## src/rtl/spi_ctrl_pkg.sv

```systemverilog
// Shared types and defaults for the SPI master controller.
package spi_ctrl_pkg;

    localparam int unsigned DATA_W_DEF = 8;

    typedef enum logic [2:0] {
        IDLE      = 3'd0,
        SETUP     = 3'd1,
        SHIFT     = 3'd2,
        WAIT_NEXT = 3'd3,
        HOLD      = 3'd4
    } state_t;

endpackage

```

## src/rtl/spi_master_ctrl_if.sv

```systemverilog
// Command, receive and SPI pin bundle; master = the controller, slave = host plus SPI target.
interface spi_master_ctrl_if
    import spi_ctrl_pkg::*;
#(
    parameter int unsigned DATA_W = DATA_W_DEF
);
    logic              cmd_valid_i;
    logic              cmd_ready_o;
    logic [DATA_W-1:0] cmd_data_i;
    logic              cmd_last_i;
    logic              rx_valid_o;
    logic [DATA_W-1:0] rx_data_o;
    logic              busy_o;
    logic              spi_clk_o;
    logic              spi_mosi_o;
    logic              spi_cs_o;
    logic              spi_miso_i;

    modport master (
        input  cmd_valid_i, cmd_data_i, cmd_last_i, spi_miso_i,
        output cmd_ready_o, rx_valid_o, rx_data_o, busy_o,
               spi_clk_o, spi_mosi_o, spi_cs_o
    );

    modport slave (
        output cmd_valid_i, cmd_data_i, cmd_last_i, spi_miso_i,
        input  cmd_ready_o, rx_valid_o, rx_data_o, busy_o,
               spi_clk_o, spi_mosi_o, spi_cs_o
    );
endinterface

```

## src/rtl/spi_clk_div.sv

```systemverilog
// Half-period tick generator: one-cycle tick every CLK_DIV enabled cycles, restarts when disabled.
module spi_clk_div #(
    parameter int unsigned CLK_DIV = 4
) (
    input  logic i_clk,
    input  logic i_rst,
    input  logic i_en,
    output logic o_tick_c
);
    localparam int unsigned CNT_W    = 8;
    localparam logic [CNT_W-1:0] DIV_LAST = CNT_W'(CLK_DIV - 1);

    logic [CNT_W-1:0] r_cnt;

    assign o_tick_c = i_en && (r_cnt == DIV_LAST);

    always_ff @(posedge i_clk) begin
        if (i_rst || !i_en || o_tick_c) begin
            r_cnt <= '0;
        end else begin
            r_cnt <= r_cnt + CNT_W'(1);
        end
    end
endmodule

```

## src/rtl/spi_master_ctrl.sv

```systemverilog
// Mode-0 SPI master: streams command words MSB first, holds CS across words until a last word.
module spi_master_ctrl
    import spi_ctrl_pkg::*;
#(
    parameter int unsigned CLK_DIV = 4,
    parameter int unsigned DATA_W  = DATA_W_DEF
) (
    input  logic clk_i,
    input  logic rst_i,
    spi_master_ctrl_if.master bus
);
    localparam int unsigned HALF_W = $clog2(2 * DATA_W);
    localparam logic [HALF_W-1:0] LAST_HALF = HALF_W'(2 * DATA_W - 1);

    state_t            r_state, w_state_nxt;
    logic [DATA_W-1:0] r_tx_sh, w_tx_sh_nxt;
    logic [DATA_W-1:0] r_rx_sh, w_rx_sh_nxt;
    logic [DATA_W-1:0] r_rx_data, w_rx_data_nxt;
    logic [HALF_W-1:0] r_half_cnt, w_half_cnt_nxt;
    logic              r_last, w_last_nxt;
    logic              r_sclk, w_sclk_nxt;
    logic              r_mosi, w_mosi_nxt;
    logic              r_cs, w_cs_nxt;
    logic              r_rx_valid, w_rx_valid_nxt;
    logic              r_ready;
    logic              r_busy;
    logic              w_accept;
    logic              w_div_en;
    logic              w_tick_c;

    assign w_div_en = (r_state == SETUP) || (r_state == SHIFT) || (r_state == HOLD);

    spi_clk_div #(.CLK_DIV(CLK_DIV)) u_clk_div (
        .i_clk    (clk_i),
        .i_rst    (rst_i),
        .i_en     (w_div_en),
        .o_tick_c (w_tick_c)
    );

    always_ff @(posedge clk_i) begin
        if (rst_i) begin
            r_state    <= IDLE;
            r_tx_sh    <= '0;
            r_rx_sh    <= '0;
            r_rx_data  <= '0;
            r_half_cnt <= '0;
            r_last     <= 1'b0;
            r_sclk     <= 1'b0;
            r_mosi     <= 1'b0;
            r_cs       <= 1'b1;
            r_rx_valid <= 1'b0;
            r_ready    <= 1'b1;
            r_busy     <= 1'b0;
        end else begin
            r_state    <= w_state_nxt;
            r_tx_sh    <= w_tx_sh_nxt;
            r_rx_sh    <= w_rx_sh_nxt;
            r_rx_data  <= w_rx_data_nxt;
            r_half_cnt <= w_half_cnt_nxt;
            r_last     <= w_last_nxt;
            r_sclk     <= w_sclk_nxt;
            r_mosi     <= w_mosi_nxt;
            r_cs       <= w_cs_nxt;
            r_rx_valid <= w_rx_valid_nxt;
            r_ready    <= (w_state_nxt == IDLE) || (w_state_nxt == WAIT_NEXT);
            r_busy     <= (w_state_nxt != IDLE);
        end
    end

    // Rising SCLK samples MISO; falling SCLK advances MOSI, except the final one which closes the word.
    always_comb begin
        w_state_nxt    = r_state;
        w_tx_sh_nxt    = r_tx_sh;
        w_rx_sh_nxt    = r_rx_sh;
        w_rx_data_nxt  = r_rx_data;
        w_half_cnt_nxt = r_half_cnt;
        w_last_nxt     = r_last;
        w_sclk_nxt     = r_sclk;
        w_mosi_nxt     = r_mosi;
        w_cs_nxt       = r_cs;
        w_rx_valid_nxt = 1'b0;
        w_accept       = bus.cmd_valid_i && r_ready;

        case (r_state)
            IDLE, WAIT_NEXT: begin
                if (w_accept) begin
                    w_tx_sh_nxt = bus.cmd_data_i;
                    w_last_nxt  = bus.cmd_last_i;
                    w_mosi_nxt  = bus.cmd_data_i[DATA_W-1];
                    w_cs_nxt    = 1'b0;
                    w_state_nxt = (r_state == IDLE) ? SETUP : SHIFT;
                end
            end
            SETUP: begin
                if (w_tick_c) begin
                    w_state_nxt = SHIFT;
                end
            end
            SHIFT: begin
                if (w_tick_c) begin
                    w_sclk_nxt     = ~r_sclk;
                    w_half_cnt_nxt = (r_half_cnt == LAST_HALF) ? '0 : r_half_cnt + HALF_W'(1);
                    if (!r_sclk) begin
                        w_rx_sh_nxt = {r_rx_sh[DATA_W-2:0], bus.spi_miso_i};
                    end else if (r_half_cnt == LAST_HALF) begin
                        w_rx_valid_nxt = 1'b1;
                        w_rx_data_nxt  = r_rx_sh;
                        w_state_nxt    = r_last ? HOLD : WAIT_NEXT;
                    end else begin
                        w_tx_sh_nxt = r_tx_sh << 1;
                        w_mosi_nxt  = r_tx_sh[DATA_W-2];
                    end
                end
            end
            HOLD: begin
                if (w_tick_c) begin
                    w_cs_nxt    = 1'b1;
                    w_state_nxt = IDLE;
                end
            end
            default: begin
                w_state_nxt = IDLE;
            end
        endcase
    end

    assign bus.cmd_ready_o = r_ready;
    assign bus.rx_valid_o  = r_rx_valid;
    assign bus.rx_data_o   = r_rx_data;
    assign bus.busy_o      = r_busy;
    assign bus.spi_clk_o   = r_sclk;
    assign bus.spi_mosi_o  = r_mosi;
    assign bus.spi_cs_o    = r_cs;
endmodule
```

## src/flat_wrapper.sv

```systemverilog
// flat-port wrapper written by rule: the top's interface ports become plain ports
module spi_master_ctrl_flat import spi_ctrl_pkg::*;
#(
    parameter int unsigned CLK_DIV = 4,
    parameter int unsigned DATA_W  = DATA_W_DEF
)
  (clk_i, rst_i, bus_cmd_valid_i, bus_cmd_data_i, bus_cmd_last_i, bus_spi_miso_i, bus_cmd_ready_o, bus_rx_valid_o, bus_rx_data_o, bus_busy_o, bus_spi_clk_o, bus_spi_mosi_o, bus_spi_cs_o);
  spi_master_ctrl_if #(.DATA_W(DATA_W)) bus_i ();
  input  logic clk_i;
  input  logic rst_i;
  input wire logic [$bits(bus_i.cmd_valid_i)-1:0] bus_cmd_valid_i;
  input wire logic [$bits(bus_i.cmd_data_i)-1:0] bus_cmd_data_i;
  input wire logic [$bits(bus_i.cmd_last_i)-1:0] bus_cmd_last_i;
  input wire logic [$bits(bus_i.spi_miso_i)-1:0] bus_spi_miso_i;
  output wire logic [$bits(bus_i.cmd_ready_o)-1:0] bus_cmd_ready_o;
  output wire logic [$bits(bus_i.rx_valid_o)-1:0] bus_rx_valid_o;
  output wire logic [$bits(bus_i.rx_data_o)-1:0] bus_rx_data_o;
  output wire logic [$bits(bus_i.busy_o)-1:0] bus_busy_o;
  output wire logic [$bits(bus_i.spi_clk_o)-1:0] bus_spi_clk_o;
  output wire logic [$bits(bus_i.spi_mosi_o)-1:0] bus_spi_mosi_o;
  output wire logic [$bits(bus_i.spi_cs_o)-1:0] bus_spi_cs_o;
  assign bus_i.cmd_valid_i = bus_cmd_valid_i;
  assign bus_i.cmd_data_i = bus_cmd_data_i;
  assign bus_i.cmd_last_i = bus_cmd_last_i;
  assign bus_i.spi_miso_i = bus_spi_miso_i;
  assign bus_cmd_ready_o = bus_i.cmd_ready_o;
  assign bus_rx_valid_o = bus_i.rx_valid_o;
  assign bus_rx_data_o = bus_i.rx_data_o;
  assign bus_busy_o = bus_i.busy_o;
  assign bus_spi_clk_o = bus_i.spi_clk_o;
  assign bus_spi_mosi_o = bus_i.spi_mosi_o;
  assign bus_spi_cs_o = bus_i.spi_cs_o;
  spi_master_ctrl #(.CLK_DIV(CLK_DIV), .DATA_W(DATA_W)) u_core (.clk_i(clk_i), .rst_i(rst_i), .bus(bus_i));
endmodule
```

## config.mk

```make
export PLATFORM = sky130hd
export DESIGN_NAME = spi_master_ctrl_flat
export DESIGN_NICKNAME = d
export VERILOG_FILES = /design/src/rtl/spi_ctrl_pkg.sv /design/src/rtl/spi_master_ctrl_if.sv /design/src/rtl/spi_clk_div.sv /design/src/rtl/spi_master_ctrl.sv /design/src/flat_wrapper.sv
export SDC_FILE = /design/constraint.sdc
export NUM_CORES = 1
export LEC_CHECK = 0
export ABC_AREA = 1
export BUFFER_PORTS_ARGS = -buffer_cell sky130_fd_sc_hd__buf_2
export CORE_MARGIN = 2
export CORE_UTILIZATION = 45
export DETAILED_ROUTE_END_ITERATION = 6
export PLACE_DENSITY = 0.68
export RECOVER_POWER = 50
export REMOVE_ABC_BUFFERS = 1
export SLEW_MARGIN = 10
export SYNTH_ARGS = -nofsm -noshare
export SYNTH_HDL_FRONTEND = slang
export SYNTH_HIERARCHICAL = 1
export SYNTH_SLANG_ARGS = --single-unit
export TNS_END_PERCENT = 1
```

## constraint.sdc

```tcl
create_clock -name clk_i -period 2 [get_ports clk_i]
set_clock_uncertainty 0.2 [all_clocks]
set_input_delay 0 -clock clk_i [delete_from_list [all_inputs] [get_ports clk_i]]
set_output_delay 0 -clock clk_i [all_outputs]
set_load 0.05 [all_outputs]
```

==> results.ini <==
[route]
dr.first_iter.drc_count=72
drc_errors=0
postRouteAntennaNets=0
wl_um=4170
vias_per_cell=4.76
wire_per_inst_um=10.6
drtPass1Iterations=5
vias=1879

[critical_path]
critPathBufInv=4
crit_fanout=5
required_ns=2.05
path_class=flip-flop to flip-flop
cp_top_family=simple AND/OR/NAND/NOR gates
worst_setup_path_start_kind=flip-flop
cp_cell_sequence=nor2_4 -> inv_2 -> a21oi_2 -> nand2_1 -> inv_1 -> nand2_2 -> nor2_4 -> buf_6 -> nand2_4 -> o21ai_4 -> buf_6 -> o21ai_0 -> nor2_1
arrival_ns=2.12
crit_path_max_incr_delay_ns=0.37
cp_slowest_cell=dfxtp_4
cp-end-kind=flip-flop

[cts]
clk_pin_slew_ns=0.08
root_buffer=clkbuf_8
cts_inserted_buffers=5
cts_tree=yes
insertion_delay_ns=0.31
clk_path_buf_depth=2
clock_sinks=45
h-tree-depth=2

[global_route]
globalRouteOverflowTotal=0
grt_pass1_vias=1774
grt_antenna_before_repair=0
grt_use_total_pct=17.5
grt_pass1_wl_um=7150
grt_max_degree=24

[floorplanning]
start_util_pct=46.8
io_pins=27
fp.dieH_um=71.3
die-area_sq_um=5090
die_x_um=71.3
core_sq_um=4350
fp-row-count=24

[synth]
yosys_warnings=6
yosysUniqueCellTypes=26
avgSynthCellArea_sq_um=7.13
synth-seq-cells=45
ys_top_cells_by_area=dfxtp_1 (44%), nand2_1 (13%), nor2_1 (9.0%)
synth.cell_area_sq_um=2040
synth.largest_area_cell=dfxtp_1
netlist_instances=286
synth-seq-area-share_pct=44.2
synth.top_cell.area_share_pct=44.2

[outcome]
violations=negative setup slack
status=complete, but fails checks

[placement]
dp_hpwl_um=2920
dp_cells=374
gp_congestion=0.832
dp_slack_ns=-0.0847
postPlaceCellArea_sq_um=2310
io_buffers=26

[layout]
drive_above_1_share_pct=21.0
nets=357
final_cell_count_no_fill=395
diodes=0
area_growth_syn_to_layout_pct=26.7
fillers=396
final_area_sq_um=2580

[timing]
period_minus_slack_ns=2.07
worst_slew_margin_rel_pct=57.7
slew_violations=0
setup_tns_ns=-0.492
hold_viol=0
setup_slack_ns=-0.0698
setup_violations=10
worstMarginPinSlew_ns=0.634
fmax_mhz=483
rsz0062_at_grt=true
fin_crit_sh_pct=103

[job]
maxCapViolCount=0

[min_path]
min_path_type=primary input to flip-flop

[power_and_ir_drop]
power.density_nw_per_um2=667
fin_total_pwr_mw=1.72
p_leak_nw=1.15
ir_drop_v=0.000565

cells by family (layout without fill, tap and decap cells):
group / Yosys count / count (layout) / share of synthesized area (%)
AO/OA/AOI/OAI: 43 / 43 / 12.2
XOR/XNOR: 2 / 2 / 0.859
adder cells (fa/ha/maj): 2 / 2 / 1.23
buffers and inverters: 33 / 90 / 6.81
flip-flops: 45 / 45 / 44.2
AND/OR/NAND/NOR: 161 / 161 / 34.7
power breakdown:
group          total (mW)  internal [mW]  switching, mW
sequential          0.944          0.924         0.0193
clock               0.584          0.252          0.332
combinational       0.197         0.0807          0.116
total                1.72           1.26          0.467
cell usage after synthesis:
library cell	count
nand3_1	20
dfxtp_1	45
xnor2_1	1
nand3_2	1
nor2_2	5
clkinv_1	1
a21oi_2	1
o21ai_4	1
a21oi_1	14
o21bai_1	1
clkbuf_1	3
buf_6	2
nand3b_1	2
inv_1	24
a211oi_1	1
ha_1	2
nand2_4	2
nor2_4	3
nand2_1	73
nor2_1	49
o21bai_4	1
nand4_1	1
nand2_2	5
xor2_1	1
o21ai_0	24
inv_2	3
registers in the layout, summed over array words and instances (netlist names):
name	count
u_core/bus.spi_cs_o	1
u_core/r_state	3
u_core/u_clk_div/r_cnt	8
u_core/bus.rx_valid_o	1
u_core/r_rx_sh	8
u_core/bus.spi_clk_o	1
u_core/bus.busy_o	1
u_core/r_last	1
u_core/bus.cmd_ready_o	1
u_core/bus.rx_data_o	8
u_core/r_half_cnt	4
u_core/bus.spi_mosi_o	1
u_core/r_tx_sh	7
what timing repair did:
item | CTS | global route
gates resized for setup | 6 | 24
endpoints found under the hold margin | 22 | 0
gates cloned | 0 | 0
endpoints found under the setup margin | 23 | 34
pin swaps | 1 | 13
setup buffers | 0 | 2
hold buffers | 11 | 0
stage by stage:
stage               hold WS [ns]  utilization, %
CTS                       0.0108            58.2
global route              0.0827            59.4
finish                   0.00744            59.4
floorplan                 -0.131               -
global placement          0.0315            53.1
detailed placement        0.0391            53.1
routing by layer:
| metal | wire length (um) | share of wire (%) | track usage [%] | up-vias |
|---|---|---|---|---|
| met5 | 0 | 0 | 0 | - |
| li1 | - | - | - | 1020 |
| met2 | 2000 | 48 | 31.0 | 37 |
| met3 | 197 | 4.7 | 4.92 | 6 |
| met4 | 68 | 1.6 | 6.29 | 0 |
| met1 | 1910 | 46 | 20.0 | 816 |
worst register-to-register path, stage by stage (launching register included):
cell     delay [ns]
dfxtp_4        0.37
nor2_4         0.14
inv_2          0.05
a21oi_2        0.13
nand2_1        0.06
inv_1          0.06
nand2_2        0.07
nor2_4         0.18
buf_6          0.13
nand2_4        0.05
o21ai_4        0.23
buf_6          0.16
o21ai_0        0.08
nor2_1         0.11
path summary, 6_finish.rpt:
| check | end | slack, ns | cells past startpoint | start |
|---|---|---|---|---|
| setup reg to reg | u_core/r_tx_sh[1] | -0.07 | 13 | u_core/r_state[0] |
| hold reg to reg | u_core/u_clk_div/r_cnt[0] | 0.26 | 1 | u_core/u_clk_div/r_cnt[0] |
| setup / recovery | u_core/r_tx_sh[1] | -0.07 | 13 | u_core/r_state[0] |
| hold / removal | u_core/bus.cmd_ready_o | 0.007 | 7 | bus_cmd_valid_i |
area by class of cell:
| class | count | area (sq um) | area share [%] |
|---|---|---|---|
| clock buffers | 5 | 68.8 | 2.66 |
| clock inverters | 3 | 25.0 | 0.968 |
| inverters | 28 | 108 | 4.16 |
| multi-input cells | 208 | 1040 | 40.4 |
| flip-flops and latches | 45 | 908 | 35.1 |
| well taps | 52 | 65.1 | 2.52 |
| repair buffers | 54 | 367 | 14.2 |
layout by cell type (no fill, tap or decap), drive strengths merged, types with 2 or more instances in the layout:
cell         count
a21oi           15
buf             30
clkbuf          18
clkinv           2
dfxtp           45
dlygate4sd3     11
ha               2
inv             28
nand2           80
nand3           21
nand3b           2
nor2            57
o21ai           25
o21bai           2
Note: power is estimated with default switching activity, not from simulation.
